===== src/rtl/expand_vector_alu.sv =====
// Scalar-to-vector expansion unit: a start request latches a seed, step and opcode,
// then one output element is written per enabled cycle until the requested length is filled.
module expand_vector_alu #(
    parameter int BITS = 8,
    parameter int N    = 8
) (
    input  logic            clk,
    input  logic            rst,
    input  logic            en,
    input  logic            set,
    input  logic [BITS-1:0] in,
    input  logic [BITS-1:0] step,
    input  logic [7:0]      out_len,
    input  logic [1:0]      sel,
    output logic [BITS-1:0] out [N-1:0],
    output logic            busy,
    output logic            done,
    output logic [1:0]      state_dbg
);

    // Handshake: a request is taken on any edge with en=1 and set=1 while not busy
    // (IDLE or DONE); busy stays high for exactly len+1 enabled edges, then done holds
    // until the next accepted request or rst. Requests seen while busy are dropped.
    typedef enum logic [1:0] {
        IDLE = 2'd0,
        FILL = 2'd1,
        DONE = 2'd2
    } state_t;

    localparam logic [7:0] LAST = 8'(N - 1);

    state_t          state;
    logic [1:0]      sel_q;
    logic [BITS-1:0] step_q;
    logic [BITS-1:0] acc;
    logic [BITS-1:0] acc_next;
    logic [7:0]      len;
    logic [7:0]      idx;
    logic [7:0]      len_clamped;

    // Element indices never exceed N-1, so oversize lengths are clamped at acceptance.
    assign len_clamped = (out_len > LAST) ? LAST : out_len;

    assign state_dbg = state;

    // All opcodes wrap modulo 2^BITS through plain BITS-wide arithmetic.
    always_comb begin
        acc_next = acc;
        case (sel_q)
            2'b00:   acc_next = acc;
            2'b01:   acc_next = acc + step_q;
            2'b10:   acc_next = acc - step_q;
            2'b11:   acc_next = acc * step_q;
            default: acc_next = acc;
        endcase
    end

    always_ff @(posedge clk) begin
        if (rst) begin
            state  <= IDLE;
            busy   <= 1'b0;
            done   <= 1'b0;
            idx    <= 8'd0;
            len    <= 8'd0;
            acc    <= '0;
            sel_q  <= 2'b00;
            step_q <= '0;
            for (int i = 0; i < N; i++) begin
                out[i] <= '0;
            end
        end else if (en) begin
            case (state)
                IDLE, DONE: begin
                    if (set) begin
                        sel_q  <= sel;
                        step_q <= step;
                        len    <= len_clamped;
                        acc    <= in;
                        idx    <= 8'd0;
                        state  <= FILL;
                        busy   <= 1'b1;
                        done   <= 1'b0;
                        for (int i = 0; i < N; i++) begin
                            out[i] <= '0;
                        end
                    end
                end
                FILL: begin
                    for (int i = 0; i < N; i++) begin
                        if (idx == 8'(i)) begin
                            out[i] <= acc;
                        end
                    end
                    acc <= acc_next;
                    idx <= idx + 8'd1;
                    if (idx == len) begin
                        state <= DONE;
                        busy  <= 1'b0;
                        done  <= 1'b1;
                    end
                end
                default: begin
                    state <= IDLE;
                    busy  <= 1'b0;
                    done  <= 1'b0;
                end
            endcase
        end
    end

endmodule

===== config.mk =====
export PLATFORM = sky130hd
export DESIGN_NAME = expand_vector_alu
export DESIGN_NICKNAME = d
export VERILOG_FILES = /design/src/rtl/expand_vector_alu.sv
export SDC_FILE = /design/constraint.sdc
export NUM_CORES = 1
export LEC_CHECK = 0
export BUFFER_PORTS_ARGS = -buffer_cell sky130_fd_sc_hd__buf_2
export CAP_MARGIN = 20
export CORE_ASPECT_RATIO = 1.5
export CORE_UTILIZATION = 61
export CTS_BUF_LIST = sky130_fd_sc_hd__clkbuf_16
export CTS_CLUSTER_DIAMETER = 120
export DETAILED_ROUTE_END_ITERATION = 12
export GPL_TIMING_DRIVEN = 1
export PLACE_DENSITY = 0.91
export SYNTH_ARGS = -nofsm -noshare
export SYNTH_HDL_FRONTEND = slang
export SYNTH_SLANG_ARGS = --single-unit
export TNS_END_PERCENT = 5

===== constraint.sdc =====
create_clock -name clk -period 9.07 [get_ports clk]
set_clock_uncertainty 0.15 [all_clocks]
set_input_delay 0.907 -clock clk [delete_from_list [all_inputs] [get_ports clk]]
set_output_delay 0.907 -clock clk [all_outputs]
set_load 0.005 [all_outputs]

==> metrics.txt, run 1 <==
Max H-tree Level=3; Max Freq=0.228 GHz; IO Pins=between 90 and 100; unrepaired setup endpoints after global routing=no; Num CTS Buffers=9; Comb pwr share=a little over an eighth; final worst setup slack=4.68 ns; P&R area growth vs syn=12.8%; Post-CTS Setup Inserts=0; routability cong.=approximately 0.90; CP Data Required Time=9.19 ns; Clk pwr share=between 30% and 40%; vias in the first global route=about 5000; Nets=826; Sum Neg Setup Slack=0 ns; Final Hold Vio Count=0; Pleak=~2.8 nW; synthesized netlist cell count=roughly 690; #FFs+latches synth=101; Vias=between 5000 and 6000; clock slew at reported path FFs=approximately 0.07 ns; CTS tree=built; HP Class=register to register; residual DRC count=0; sequential-to-total area share from yosys stat=a little over a third; initial antenna violation count=0; final count of negative-setup-slack endpoints=0; Synth Flop Type=dfxtp_1; Total Routing Usage GR=32.5%; Worst VDD drop=0.000136 V; Worst-Margin Slew=0.985 ns; EDFF count, synth=0; Switching Power=about 0.00029 W; pre-CTS WS=between 4 and 5 ns; MaxCap Viol Count=0; largest net degree at the start of global routing=93; final critical-path share of the clock period=between 40% and 50%; Final Critical Period=approximately 4.4 ns; row cnt=42; post-layout instance area=about 0.0064 sq mm; syn_nets=~760; share of cells above drive strength 1=between 15 and 20%; Starting Density=a little under two thirds; post-cts resize count=0; total power density per cell area=156 mW/mm^2; Post-DP HPWL=11000 microns; top fanout value on the critical path=11; Critical Path AT=about 4.5 ns; clock latency on the worst-skew pair=roughly 0.35 ns; placed insts=~850; first-pass GRT wire length=approximately 24000 microns; root buf cell=clkbuf_16; n_diodes=0; Setup CP Type=register to register; clk buf depth=2; Ys Warns=0; Die Ht=120 microns; syn avg cell area=between 8 and 9 sq um; mapped cell area=roughly 0.0056 sq mm; GRT overflow=0; Max Slew Vio Count=0; Startpoint Class=register; cell internal pwr=0.000702 W; crit end category=register; IO buf count=between 90 and 100; hold slack final=0.318 ns; Yosys cell types=55; Vias/cell=between 5 and 6; core area=0.00888 sq mm; Async S/R FF share, synth=0%; Routed WL per cell=17.4 microns; Reg power frac=between 40% and 50%; post-route ant nets=0; Die ar.=approximately 0.0096 sq mm; Post-CTS Hold Buffers=0; TritonCTS Sinks=between 100 and 150; final WL=approximately 15000 microns; drt initial violations=between 400 and 500; final std cells w/o fill=approximately 870; Switching Fraction=just under 30%; area post-placement=0.00604 sq mm; drt first pass iters=6; max_slew headroom=about a third; Die Wd=approximately 80 microns; outcome=complete, no violations
flip-flops by register name (all words and copies together), names as in the netlist:
signal	cells
done	1
sel_q	2
step_q	8
acc	8
idx	8
len	8
state_dbg	1
out	64
busy	1
path summary, 6_finish.rpt:
kind / startpoint / end / slack (ns) / cells after the start
worst min-delay path: out[27] / out[27] / 0.32 / 2
worst max register to register: acc[1] / acc[7] / 4.68 / 13
worst max-delay path: acc[1] / acc[7] / 4.68 / 13
worst min register to register: out[27] / out[27] / 0.32 / 2
kinds of logic after synthesis:
group	after synthesis	share of synthesized area (%)
AOI/OAI and AO/OA	123	12.8
xor gates and xnor gates	35	6.18
adders and majority gates	42	11.1
buffers and inverters	90	7.33
DFF	101	35.9
muxes	9	1.60
and+or+nand+nor	289	25.2
Yosys cell counts, types with 12 or more instances:
| cell type | count | area share [%] |
|---|---|---|
| nor2_1 | 55 | 3.7 |
| nand3_1 | 101 | 9.0 |
| xnor2_1 | 26 | 4.0 |
| and2_1 | 23 | 2.6 |
| fa_1 | 13 | 4.6 |
| a21oi_1 | 78 | 6.9 |
| buf_2 | 14 | 1.2 |
| dfxtp_1 | 101 | 36 |
| ha_1 | 29 | 6.4 |
| nor3_1 | 12 | 1.1 |
| clkbuf_1 | 25 | 1.7 |
| inv_1 | 44 | 2.9 |
| nand2_1 | 68 | 4.5 |
stage by stage:
| step | power, W | util [%] |
|---|---|---|
| after floorplan | 0.000570 | - |
| after global placement | 0.000602 | 67.8 |
| after detailed placement | 0.000606 | 68.0 |
| after CTS | 0.000986 | 71.5 |
| after global routing | 0.00102 | 71.5 |
| final | 0.000989 | 71.5 |
critical path: stages (launching register included):
cell     delay (ns)
dfxtp_1        0.55
nand2_1        0.14
fa_1           0.47
fa_1           0.55
inv_1          0.05
fa_1           0.47
inv_1          0.06
fa_1           0.43
xor2_1         0.20
xnor3_1        0.34
xnor3_1        0.37
xnor3_1        0.20
nand3_1        0.09
a41oi_2        0.25
layout by cell type (no fill, tap or decap), types with 2 or more instances in the layout:
cell / n
nor3_1: 12
and3_1: 2
xnor2_1: 26
or3_1: 2
o21a_1: 2
nand2_2: 2
fa_1: 13
buf_2: 97
xnor3_1: 3
and2_1: 23
or2_2: 2
o21ai_0: 9
mux2i_1: 9
a21o_1: 3
dfxtp_1: 101
ha_1: 29
a31oi_1: 11
nand2_1: 68
clkinv_8: 3
xor2_1: 6
inv_6: 2
a21oi_1: 78
nor2b_1: 3
buf_4: 2
a211oi_1: 6
clkbuf_16: 9
nand3_1: 101
nor2_1: 55
inv_1: 44
nand2_4: 3
nand4_1: 5
o211ai_1: 3
nor4_1: 2
final cells by class:
type	count	area, sq um
clock buffers	9	225
repair buffers	100	520
well taps	110	138
fillers	678	2530
multi-input cells	498	3200
flip-flops and latches	101	2020
clock inverters	7	86.3
inverters	44	165
layer usage:
layer / wire, microns / part of all wire [%] / track usage, % / vias to the layer above
li1: - / - / - / 2468
met3: 927 / 6.1 / 5.78 / 72
met1: 5410 / 36 / 35.7 / 2400
met5: 0 / 0 / 0 / -
met2: 7860 / 52 / 55.9 / 236
met4: 959 / 6.3 / 21.3 / 0
power groups by stage:
stage | registers, W | clock network, W | logic [W]
2_1_floorplan | 0.000467 | 0 | 0.000103
5_1_grt | 0.000465 | 0.000405 | 0.000149
6_report | 0.000464 | 0.000390 | 0.000135
4_1_cts | 0.000463 | 0.000389 | 0.000134
3_5_place_dp | 0.000474 | 0 | 0.000132
3_3_place_gp | 0.000473 | 0 | 0.000129
(Power assumes the default switching activity.)
==> run 2: changes to the inputs <==
--- a/config.mk
+++ b/config.mk
@@ -8,12 +8,12 @@
 export BUFFER_PORTS_ARGS = -buffer_cell sky130_fd_sc_hd__buf_2
 export CAP_MARGIN = 20
 export CORE_ASPECT_RATIO = 1.5
-export CORE_UTILIZATION = 61
+export CORE_UTILIZATION = 51
 export CTS_BUF_LIST = sky130_fd_sc_hd__clkbuf_16
 export CTS_CLUSTER_DIAMETER = 120
 export DETAILED_ROUTE_END_ITERATION = 12
 export GPL_TIMING_DRIVEN = 1
-export PLACE_DENSITY = 0.91
+export PLACE_DENSITY = 0.82
 export SYNTH_ARGS = -nofsm -noshare
 export SYNTH_HDL_FRONTEND = slang
 export SYNTH_SLANG_ARGS = --single-unit
==> constraint.sdc (replaced) <==
create_clock -name clk -period 3.9 [get_ports clk]
set_clock_uncertainty 0.15 [all_clocks]
set_input_delay 0.39 -clock clk [delete_from_list [all_inputs] [get_ports clk]]
set_output_delay 0.39 -clock clk [all_outputs]
set_load 0.005 [all_outputs]
==> metrics.txt, run 2 (synthesis results as in run 1) <==
hold depth=3 (+1); Endpoint, Worst Hold=step_q[7]; initial antenna violation count=0 (unchanged); Die ar.=0.0115 sq mm (+19%); max_slew headroom=27.1% (-7.0 points); Final Hold Vio Count=0 (unchanged); MaxCap Viol Count=0 (unchanged); final WL=15800 microns (+4.5%); Reg with most FFs=out; vias in the first global route=5251 (+3.5%); IO Pins=98 (unchanged); Vias=5338 (+3.1%); n_diodes=0 (unchanged); final critical-path share of the clock period=97.9% (+50 points); R2R Path End=acc[7]; total power density per cell area=352 mW/mm^2 (+130%); Starting Density=52.9% (-11 points); Final Critical Period=3.82 ns (-0.570 ns); Pleak=2.93 nW (+3.7%); Post-DP HPWL=11700 microns (+5.8%); R2R cell count=13 (unchanged); Nets=847 (+2.5%); Max Slew Vio Count=0 (unchanged); top layer in use=met4; Max H-tree Level=3 (unchanged); TritonCTS Sinks=101 (unchanged); routability cong.=0.911 (+1.5%); wl on met1=5670 microns (+4.8%); area post-placement=0.00623 sq mm (+3.2%); core area=0.0106 sq mm (+20%); unrepaired setup endpoints after global routing=yes; share of cells above drive strength 1=21.3% (+4.0 points); IO buf count=97 (unchanged); Worst VDD drop=0.000269 V (+98%); most frequent cells in the layout=nand3_1, buf_2, dfxtp_1, a21oi_1, nand2_1; clock latency on the worst-skew pair=0.35 ns (about the same); Critical Path AT=3.87 ns (-0.64 ns); Total Routing Usage GR=28.1% (-4.4 points); fin util=61.8% (-9.7 points); setup slack, reg-to-reg=0.08 ns (-4.60 ns); final worst setup slack=0.0808 ns (-4.60 ns); Die Wd=87.8 microns (+9.1%); HP Class=input pin to register; CTS tree=built; drt initial violations=290 (-38%); Startpoint Class=register; post-layout instance area=0.00658 sq mm (+3.6%); Num CTS Buffers=9 (unchanged); outcome=complete, no violations; crit end category=register; CP Data Required Time=3.95 ns (-5.24 ns); root buf cell=clkbuf_16; Routed WL per cell=17.1 microns (-1.7%); pre-CTS WS=-0.114 ns (-4.83 ns); met3 WL=1070 microns (+15%); most common cell after layout, fill and taps aside=nand3_1; GRT overflow=0 (unchanged); clock slew at reported path FFs=0.08 ns (about the same); max FFs per register=64 (unchanged); hold path start=step[7]; Worst-Margin Slew=1.09 ns (+0.109 ns); first-pass GRT wire length=24800 microns (+3.1%); top fanout value on the critical path=4 (-7); largest net degree at the start of global routing=55 (-41%); post-route ant nets=0 (unchanged); met2 wire len=8320 microns (+5.9%); clk buf depth=2 (unchanged); Vias/cell=5.78 (-3.0%); fill cell count=931 (+37%); P&R area growth vs syn=16.9%; final count of negative-setup-slack endpoints=0 (unchanged); Post-CTS Setup Inserts=0 (unchanged); start of the worst register-to-register path=acc[2]; residual DRC count=0 (unchanged); Setup CP Type=register to register; row cnt=46 (+9.5%); Max Freq=0.262 GHz (+15%); Die Ht=131 microns (+9.2%); drt first pass iters=5 (-1)
run 2: cell types whose count changed in the layout (fill, tap and decap cells not counted), sizes merged:
cell    delta
buf       +21
inv        +2
clkinv     -2
run 2: layer usage:
metal / global-route usage, % / up-vias
met5: 0 / -
met4: 16.5 / 0
met3: 6.53 / 60
met2: 50.5 / 237
met1: 29.4 / 2535
li1: - / 2506
run 2: area by class of cell:
cell class              count  area, sq um  share of cell area, %
multi-input cells         498         3240                   49.2
repair buffers            121          669                   10.2
inverters                  44          165                   2.51
clock buffers               9          225                   3.42
well taps                 144          180                   2.74
flip-flops and latches    101         2030                   30.9
clock inverters             7         73.8                   1.12
run 2: critical path, stage by stage, from the launching register on:
cell	delay, ns
dfxtp_2	0.37
nand2_1	0.09
fa_2	0.38
fa_1	0.55
inv_1	0.05
fa_1	0.47
inv_1	0.06
fa_2	0.55
inv_1	0.06
ha_4	0.25
a21oi_4	0.14
xnor3_1	0.30
nand3_1	0.10
a41oi_2	0.12
run 2: per-stage QoR:
step           hold slack (ns)  setup TNS, ns  instances  total power, W
4_1_cts                  0.115              0        924         0.00232
5_1_grt                  0.122        -0.0477        924         0.00240
2_1_floorplan            0.301              0        689         0.00133
3_3_place_gp             0.302              0        908         0.00142
3_5_place_dp             0.306         -0.114        908         0.00143
6_report                 0.122              0        924         0.00232
run 2: how the worst max path moves through the flow:
stage | endpoint | start | cells after the start | slack (ns)
after detailed placement | acc[7] | step_q[4] | 13 | -0.11
after floorplan | acc[7] | acc[1] | 14 | 0.004
final | acc[7] | acc[2] | 13 | 0.08
after global placement | acc[7] | step_q[4] | 13 | 0.003
after global routing | acc[7] | step_q[4] | 15 | -0.03
after CTS | acc[6] | step_q[3] | 15 | 0.003
run 2: power breakdown:
part	internal [W]	total [W]	switching, W
Sequential	0.00105	0.00107	0.0000186
Clock	0.000456	0.000893	0.000437
Combinational	0.000142	0.000358	0.000216
Total	0.00164	0.00232	0.000671
run 2: repair_timing:
action	CTS	global route
cloned	0	0
endpoints found under the hold margin	0	0
hold buffers	0	0
endpoints found under the setup margin	2	2
pin swaps	2	5
resized for setup	5	11
==> run 3: changes to the inputs <==
--- a/config.mk
+++ b/config.mk
@@ -7,7 +7,7 @@
 export LEC_CHECK = 0
 export BUFFER_PORTS_ARGS = -buffer_cell sky130_fd_sc_hd__buf_2
 export CAP_MARGIN = 20
-export CORE_ASPECT_RATIO = 1.5
+export CORE_ASPECT_RATIO = 0.7
 export CORE_UTILIZATION = 51
 export CTS_BUF_LIST = sky130_fd_sc_hd__clkbuf_16
 export CTS_CLUSTER_DIAMETER = 120
==> metrics.txt, run 3 (synthesis results as in run 1) <==
final std cells w/o fill=935 (+1.2%); Reg with most FFs=out; Die ar.=0.0115 sq mm (about the same); hold depth=3 (unchanged); n_diodes=0 (unchanged); post-route ant nets=0 (unchanged); CP Data Required Time=3.96 ns (about the same); first-pass GRT wire length=25900 microns (+4.3%); clk buf depth=2 (unchanged); Starting Density=53.4% (+0.49 points); clock slew at reported path FFs=0.07 ns (about the same); crit end category=register; worst path cell trace=buf_4 -> and2_1 -> ha_1 -> fa_1 -> ha_1 -> inv_1 -> fa_1 -> buf_4 -> fa_1 -> xor2_1 -> o21ai_0 -> o21ai_0 -> a21oi_1; setup slack, reg-to-reg=0.15 ns (+0.07 ns); Buf/Inv on CP=3 (unchanged); TritonCTS Sinks=101 (unchanged); Endpoint, Worst Hold=step_q[7]; largest net degree at the start of global routing=42 (-24%); IO buf count=97 (unchanged); final WL=15900 microns (+0.13%); hold path start=step[7]; GRT busiest layer=met2; MaxCap Viol Count=0 (unchanged); Max Freq=0.267 GHz (+1.9%); root buf cell=clkbuf_16; GRT met2 Usage=44.3% (-6.3 points); outcome=complete, no violations; Nets=854 (+0.83%); Vias/cell=5.80 (+0.45%); Post-CTS Hold Buffers=0 (unchanged); Final Hold Vio Count=0 (unchanged); Vias=5426 (+1.6%); top fanout value on the critical path=6 (+2); GRT overflow=0 (unchanged); R2R Path End=acc[5]; P&R area growth vs syn=19.1%; final count of negative-setup-slack endpoints=0 (unchanged); Die Ht=89.9 microns (-31%); HP Class=input pin to register; clock latency on the worst-skew pair=0.35 ns (about the same); fill cell count=871 (-6.4%); Final Critical Period=3.75 ns (-0.0719 ns); row cnt=31 (-33%); cell family with most CP delay=adder cells; Setup CP Type=register to register; drt first pass iters=5 (unchanged); most frequent cell on the critical path=fa_1; GR Layer Usage met1=39.8% (+10 points); unrepaired setup endpoints after global routing=no; Pleak=2.99 nW (+1.9%); drt initial violations=584 (+100%); most frequent cells in the layout=nand3_1, buf_2, dfxtp_1, a21oi_1, nand2_1; core area=0.0106 sq mm (-0.92%); Num CTS Buffers=9 (unchanged); CTS tree=built; total power density per cell area=365 mW/mm^2 (+3.6%); Die Wd=128 microns (+45%); max_slew headroom=46.2% (+19 points); initial antenna violation count=0 (unchanged); Max Slew Vio Count=0 (unchanged); fin util=63.6% (+1.8 points); R2R cell count=13 (unchanged); Worst-Margin Slew=0.808 ns (-0.286 ns); routability cong.=0.969 (+6.3%); Worst VDD drop=0.000285 V (+5.8%); Critical Path AT=3.81 ns (-0.06 ns); CP max stage cell=fa_1; Startpoint Class=register; share of cells above drive strength 1=22.5% (+1.2 points); placed insts=917 (+0.99%); most common cell after layout, fill and taps aside=nand3_1; Max H-tree Level=3 (unchanged); Routed WL per cell=17.0 microns (-1.0%); CP peak stage delay=0.48 ns (-0.07 ns); Post-DP HPWL=11700 microns (+0.51%); start of the worst register-to-register path=step_q[2]; residual DRC count=0 (unchanged); final critical-path share of the clock period=96.1% (-1.8 points); met3 usage=6.19% (-0.34 points); vias in the first global route=5103 (-2.8%); max FFs per register=64 (unchanged); IO Pins=98 (unchanged); Total Routing Usage GR=28.6% (+0.50 points)
==> run 3: cell types whose count changed in the layout (fill, tap and decap cells not counted), sizes merged <==
cell    before  now
buf        121  128
bufinv       0    3
clkinv       2    4
inv         49   44
==> run 3: power by group <==
part | internal [W] | total (W) | leakage, nW | switching [W]
Clock | 0.000625 | 0.00102 | 0.169 | 0.000392
Combinational | 0.000148 | 0.000362 | 2.00 | 0.000214
Sequential | 0.00105 | 0.00107 | 0.821 | 0.0000197
==> run 3: worst max path at each step <==
stage	end	slack, ns	cells past startpoint	start
global route	acc[6]	0.02	15	step_q[3]
global placement	acc[7]	0.02	13	step_q[4]
CTS	acc[7]	0.009	13	step_q[4]
finish	acc[5]	0.15	13	step_q[2]
detailed placement	acc[7]	-0.16	13	acc[2]
floorplan	acc[7]	0.004	14	acc[1]
==> run 3: tightest hold or removal path: stages <==
cell,delay (ns)
buf_2,0.10
nand2_1,0.05
a21oi_1,0.05
==> run 3: cell type report <==
cell class / count / area (sq um) / area share (%)
Multi-Input combinational cell: 498 / 3260 / 48.6
Sequential cell: 101 / 2040 / 30.4
Timing Repair Buffer: 128 / 718 / 10.7
Clock buffer: 9 / 225 / 3.36
Tap cell: 148 / 185 / 2.76
Inverter: 44 / 165 / 2.46
Clock inverter: 7 / 114 / 1.70
==> run 3: metal layers <==
| metal | up-vias | routed length [microns] | share of wire, % |
|---|---|---|---|
| met1 | 2586 | 7090 | 45 |
| li1 | 2520 | - | - |
| met3 | 37 | 1350 | 8.5 |
| met2 | 283 | 7120 | 45 |
| met4 | 0 | 306 | 1.9 |
| met5 | - | 0 | 0 |
==> run 3: through the flow <==
step	hold WS, ns	setup TNS [ns]	power, W	setup WS [ns]	area (sq um)
final	0.129	0	0.00244	0.153	6710
after global routing	0.135	0	0.00253	0.0157	6710
after CTS	0.129	0	0.00243	0.00906	6630
after detailed placement	0.311	-0.225	0.00143	-0.160	6270
after global placement	0.303	0	0.00142	0.0151	6270
after floorplan	0.301	0	0.00133	0.00403	5650
==> run 3: what timing repair did <==
action                                  CTS  global route
endpoints found under the setup margin    2             2
pin swaps                                 2             9
buffers inserted                          0             2
gates resized for setup                   7            15
